[config.mk]
export PLATFORM = sky130hd
export DESIGN_NAME = pid_sequencer
export DESIGN_NICKNAME = d
export VERILOG_FILES = /design/src/rtl/pid_sequencer_pkg.sv /design/src/rtl/pid_sequencer_sat_offset.sv /design/src/rtl/pid_sequencer.sv
export SDC_FILE = /design/constraint.sdc
export NUM_CORES = 1
export LEC_CHECK = 0
export CAP_MARGIN = 20
export CORE_UTILIZATION = 41
export DETAILED_ROUTE_END_ITERATION = 16
export PLACE_DENSITY = 0.75
export SLEW_MARGIN = 10
export SYNTH_ARGS = -nofsm -noshare
export SYNTH_HDL_FRONTEND = slang
export SYNTH_HIERARCHICAL = 1
export SYNTH_SLANG_ARGS = --single-unit
[constraint.sdc]
create_clock -name sclk -period 1.69 [get_ports sclk]
set_input_delay 0.169 -clock sclk [delete_from_list [all_inputs] [get_ports sclk]]
set_output_delay 0.169 -clock sclk [all_outputs]
set_load 0.01 [all_outputs]
[src/rtl/pid_sequencer_pkg.sv]
// Shared types and saturation helpers for the pid sample-rate sequencer.
// The DAC code is offset-binary, so the signed clamp range is centred on mid-scale.
package pid_seq_pkg;

  typedef enum logic [1:0] {
    IDLE,
    ADC_WAIT,
    STEP,
    DAC_WAIT
  } state_t;

  localparam int WIDTH_DEF = 18;
  localparam int DAC_W_DEF = 12;

  // Signed clamp bounds for a DAC of the given width.
  function automatic int sat_hi(input int dac_w);
    return (1 << (dac_w - 1)) - 1;
  endfunction

  function automatic int sat_lo(input int dac_w);
    return -(1 << (dac_w - 1));
  endfunction

endpackage

[src/rtl/pid_sequencer_sat_offset.sv]
// Combinational clamp of the signed controller output into the DAC range,
// followed by the mid-scale offset that turns two's complement into offset-binary.
module sat_offset
  import pid_seq_pkg::*;
#(
  parameter int Width = WIDTH_DEF,
  parameter int DAC_W = DAC_W_DEF
) (
  input  logic signed [Width-1:0] u,
  output logic        [DAC_W-1:0] code
);

  localparam logic signed [Width-1:0] HI  = Width'(sat_hi(DAC_W));
  localparam logic signed [Width-1:0] LO  = Width'(sat_lo(DAC_W));
  localparam logic        [DAC_W-1:0] MID = {1'b1, {(DAC_W-1){1'b0}}};

  // Comparison happens at full width so large inputs never wrap into range.
  function automatic logic [DAC_W-1:0] clamp_offset(input logic signed [Width-1:0] v);
    logic signed [Width-1:0] s;
    if (v > HI)
      s = HI;
    else if (v < LO)
      s = LO;
    else
      s = v;
    return s[DAC_W-1:0] + MID;
  endfunction

  assign code = clamp_offset(u);

endmodule

[src/rtl/pid_sequencer.sv]
// Sample-rate controller around the pid datapath: sample tick, ADC req/ack fetch,
// single-cycle pid enable, output saturation and DAC valid/ready hand-off.
module pid_sequencer
  import pid_seq_pkg::*;
#(
  parameter int Width = WIDTH_DEF,
  parameter int DAC_W = DAC_W_DEF,
  parameter int DIV   = 1000,
  parameter int TMO   = 255
) (
  input  logic                    sclk,
  input  logic                    rst,
  input  logic                    run,
  input  logic signed [Width-1:0] rk_in,
  output logic                    adc_req,
  input  logic                    adc_ack,
  input  logic signed [Width-1:0] adc_data,
  output logic signed [Width-1:0] pid_yk,
  output logic signed [Width-1:0] pid_rk,
  output logic                    pid_en,
  output logic                    pid_clr,
  input  logic signed [Width-1:0] pid_u,
  output logic                    dac_valid,
  input  logic                    dac_ready,
  output logic        [DAC_W-1:0] dac_data,
  output logic                    busy,
  output logic                    overrun,
  output logic                    timeout
);

  localparam int CW = (DIV > 1) ? $clog2(DIV) : 1;
  localparam int TW = $clog2(TMO + 1);
  localparam logic [DAC_W-1:0] MID = {1'b1, {(DAC_W-1){1'b0}}};

  state_t          state;
  logic [CW-1:0]   tick_cnt;
  logic            tick;
  logic [TW-1:0]   wait_cnt;
  logic            run_p1;
  logic            run_rise;
  logic [DAC_W-1:0] sat_code;

  sat_offset #(
    .Width (Width),
    .DAC_W (DAC_W)
  ) u_sat (
    .u    (pid_u),
    .code (sat_code)
  );

  // Sample-period divider: stopped and cleared whenever sampling is disabled.
  always_ff @(posedge sclk or negedge rst) begin
    if (!rst)
      tick_cnt <= '0;
    else if (!run || tick_cnt == CW'(DIV - 1))
      tick_cnt <= '0;
    else
      tick_cnt <= tick_cnt + CW'(1);
  end

  assign tick = run && (tick_cnt == CW'(DIV - 1));

  always_ff @(posedge sclk or negedge rst) begin
    if (!rst)
      run_p1 <= 1'b0;
    else
      run_p1 <= run;
  end

  assign run_rise = run && !run_p1;
  assign busy     = (state != IDLE);

  always_ff @(posedge sclk or negedge rst) begin
    if (!rst) begin
      state     <= IDLE;
      adc_req   <= 1'b0;
      pid_yk    <= '0;
      pid_rk    <= '0;
      pid_en    <= 1'b0;
      pid_clr   <= 1'b0;
      dac_valid <= 1'b0;
      dac_data  <= MID;
      overrun   <= 1'b0;
      timeout   <= 1'b0;
      wait_cnt  <= '0;
    end else begin
      pid_en  <= 1'b0;
      pid_clr <= run_rise;

      // Ticks that land mid-sample are dropped; only the flag records them.
      if (run_rise) begin
        overrun <= 1'b0;
        timeout <= 1'b0;
      end else if (tick && state != IDLE) begin
        overrun <= 1'b1;
      end

      case (state)
        IDLE: begin
          if (tick) begin
            pid_rk   <= rk_in;
            adc_req  <= 1'b1;
            wait_cnt <= '0;
            state    <= ADC_WAIT;
          end
        end

        // An ack arriving on the expiry cycle still completes the sample.
        ADC_WAIT: begin
          if (adc_ack) begin
            pid_yk  <= adc_data;
            adc_req <= 1'b0;
            pid_en  <= 1'b1;
            state   <= STEP;
          end else if (wait_cnt == TW'(TMO - 1)) begin
            adc_req <= 1'b0;
            timeout <= 1'b1;
            state   <= IDLE;
          end else begin
            wait_cnt <= wait_cnt + TW'(1);
          end
        end

        // pid_u still reflects the pre-update pid state during the enable cycle.
        STEP: begin
          dac_data  <= sat_code;
          dac_valid <= 1'b1;
          state     <= DAC_WAIT;
        end

        DAC_WAIT: begin
          if (dac_ready) begin
            dac_valid <= 1'b0;
            state     <= IDLE;
          end
        end

        default: state <= IDLE;
      endcase
    end
  end

endmodule

==> metrics.md <==
| Metric | Value |
|---|---|
| Outcome | completed |
| Synth async-reset ratio | 1.000 |
| Layout cells sized above 1 | 0.2720 |
| Worst Slack Setup Final | 0.04647 ns |
| Critical Path Sink Type | register |
| All-Layer GR Usage | 0.1889 |
| Die footprint | 8513 sq um |
| FMAX | 608.4 MHz |
| Clk Latency, worst-skew pair | ~0.35 ns |
| Syn Inst Count | 255 |
| Post-DP HPWL | 5.379 mm |
| Critical Path Source Type | register |
| CP Max Fanout | 12 |
| Worst-path clk slew | roughly 0.08 ns |
| CP max-delay cell | and4bb_4 |
| Sequential area share after synthesis | 0.5622 |
| Final Skew | 0.008024 ns |
| Critical Path Start | tick_cnt[0]$_DFF_PN0_ |
| Vias in the first global route | approximately 2600 |
| Hold Vio Cnt, Final | 0 |
| Primary FF master, synth | dfrtp_1 |
| Reg2Reg Setup Slack | 0.05 ns |
| Max VDD drop | 933.6 uV |
| Top cell type's share of synthesized area | 0.5543 |
| Worst path max stage delay | ~0.38 ns |
| Die Height | 92.27 um |
| Chip width | between 90 and 100 um |
| Drt first pass iters | 4 |
| Synth warn | 6 |
| Worst rel slew slack | 0.4537 |
| Number of port buffers | between 100 and 150 |
| Drt initial violations | 43 |
| PwrDens | around 1300 nW/um^2 |
| Number of cell rows | 32 |
| Synth-to-Final Area Change | 50.64% |
| Clk buf depth | 2 |
| Worst setup path endpoint | pid_rk[6]$_DFFE_PN0P_ |
| Worst slack at placement | -0.2862 ns |
| Netlist cell types | 46 |
| Average vias per placed instance | 5.044 |
| Post-Syn Nets | 317 |
| Post-synth design cell area | 3341 sq um |
| Number of stages on the worst setup path | 5 |
| Syn Area/Cell | 13.10 sq um |
| Top Ports | 114 |
| Worst-path cell chain | ha_2 -> nand4b_1 -> and4bb_4 -> buf_12 -> mux2_2 |
| Least-Margin Pin Slew | between 0.8 and 0.9 ns |
| Routed Antenna Nets | 0 |
| DR vias | roughly 2500 |
| DRC violation count after routing | 0 |
| DR WL met2 | 3.834 mm |
| Placeable Area | 7807 sq um |
| First-pass GRT wire length | around 12 mm |
| Post-synth top area cell | dfrtp_1 |
| Initial antenna violation count | 0 |
| Pleak | 2.141 nW |
| Period utilization | 0.9725 |
| Crit Reg-Reg Startpoint | tick_cnt[0]$_DFF_PN0_ |
| Initial core utilization | 0.4279 |
| MaxCap Viol Count | 0 |
| H-tree depth | 3 |
| N_diodes | 0 |
| TNS Setup | 0 ns |
| Worst Path Arrival | approximately 1.9 ns |
| Worst path required time | 1.93 ns |
| Final setup viols | 0 |
| CP bufs+invs | 1 |
| Gr ovfl total | 0 |
| Net count, final | 454 |
| Root Buffer | clkbuf_8 |
| Pins over their slew limit | 0 |
| Highest Signal Layer | met4 |
| Ranking of synthesized cells by area | dfrtp_1 (55%), mux2_2 (16%), nor4_2 (3.4%) |
| CP Class | register to register |
| R2R depth | 5 |
| Tmin final | 1.644 ns |
| Kind of cell adding the most delay to the critical path | simple AND/OR/NAND/NOR gates |
| Clock Sinks | 75 |
| Pin count of the biggest net entering global routing | 52 |
| Flops & latches, synth | 75 |
| Reg2reg end | pid_rk[6]$_DFFE_PN0P_ |
| WL met1 | 3.191 mm |
| Total CTS buffers | 9 |
| WL/cell | 15.14 um |
| CTS tree | yes |
| DRT Wirelength | 7.554 mm |
| Met3 WL | 376 um |
| Final Wtd Congestion | 0.7556 |
| Number of flops mapped to enable cells by yosys | 0 |
| RSZ-0062 raised after global routing | true |
| Worst hold path type | input port to asynchronous set/reset pin |
worst min path at each step:
stage	startpoint	end	slack, ns
floorplan	rst	asynchronous set/reset pin	-0.13
global placement	rst	pid_rk[17]$_DFFE_PN0P_	0.10
detailed placement	rst	pid_rk[17]$_DFFE_PN0P_	0.10
CTS	rst	pid_rk[17]$_DFFE_PN0P_	0.26
global route	rst	pid_rk[17]$_DFFE_PN0P_	0.28
finish	rst	pid_rk[17]$_DFFE_PN0P_	0.26
per-stage QoR:
stage	power [W]	cell area, sq um	utilization	instances	hold WS (ns)
floorplan	0.003612	3348	-	255	-0.1266
global placement	0.004868	4721	0.6046	480	0.1018
detailed placement	0.004921	4721	0.6046	480	0.1019
CTS	0.006600	4971	0.6367	497	0.2559
global route	0.006887	5032	0.6446	499	0.2848
finish	0.006519	5032	0.6446	499	0.2631
worst reg2reg max path: cells and delay by family (launching register included):
kind	cells	cell delay (ns)
adder cells (fa/ha/maj)	1	0.18
buffers and inverters	1	0.15
flip-flops	1	0.36
multiplexers	1	0.35
AND/OR/NAND/NOR	2	0.50
timing repair:
item / 4_1_cts / 5_1_grt
hold buffers: 1 / 0
setup endpoints to repair: 1 / 21
hold endpoints to repair: 24 / 0
gates resized for setup: 2 / 11
cloned: 0 / 1
buffers inserted: 0 / 1
cell usage after synthesis (4+ instances only):
library cell,number
dfrtp_1,74
mux2_2,47
nor2_1,15
nand2_1,12
o2bb2ai_1,11
nor4_2,9
xor2_1,8
buf_2,7
inv_1,7
nand3_1,7
nand4_1,5
o21ai_0,4
layout make-up:
cell class,count,area (sq um)
Clock buffer,9,123.9
Clock inverter,7,116.4
Fill cell,606,2775
Inverter,7,26.28
Multi-Input combinational cell,162,1411
Sequential cell,75,1878
Tap cell,102,127.6
Timing Repair Buffer,137,1349
power by group:
| group | switching, W | internal (W) |
|---|---|---|
| Clock | 0.000672 | 0.000977 |
| Sequential | 0.000280 | 0.00229 |
| Combinational | 0.000888 | 0.00142 |
flip-flops by register name, summed over array words and instances, names as in the netlist, named ones only:
signal and flops:
adc_req 1, dac_data 12, dac_valid 1, overrun 1
pid_clr 1, pid_en 1, pid_rk 18, pid_yk 18
run_p1 1, state 1, tick_cnt 10, timeout 1
wait_cnt 8
kinds of logic after synthesis:
group                      count (synthesis)  synth area share
and+or+nand+nor                           70            0.1427
DFF                                       75            0.5622
muxes                                     49            0.1648
AOI/OAI and AO/OA                         31           0.06929
xor gates and xnor gates                   9           0.02360
buffers and inverters                     18           0.02622
adders and majority gates                  3           0.01124
placed cells by master (no fill, tap or decap), types with 7 or more instances in the layout:
cell             count
clkdlybuf4s50_1    111
nand2_1             12
buf_4               21
nor2_1              15
xor2_1               8
mux2_2              41
nor4_2               9
o2bb2ai_1           11
inv_1                7
clkbuf_8             9
dfrtp_1             74
routing by layer:
layer  track usage  vias up
met5             0        -
met4       0.08203        0
met3       0.06136       16
met2        0.3134       53
met1        0.2240     1245
li1              -     1203
Note: power is estimated with default switching activity, not from simulation.
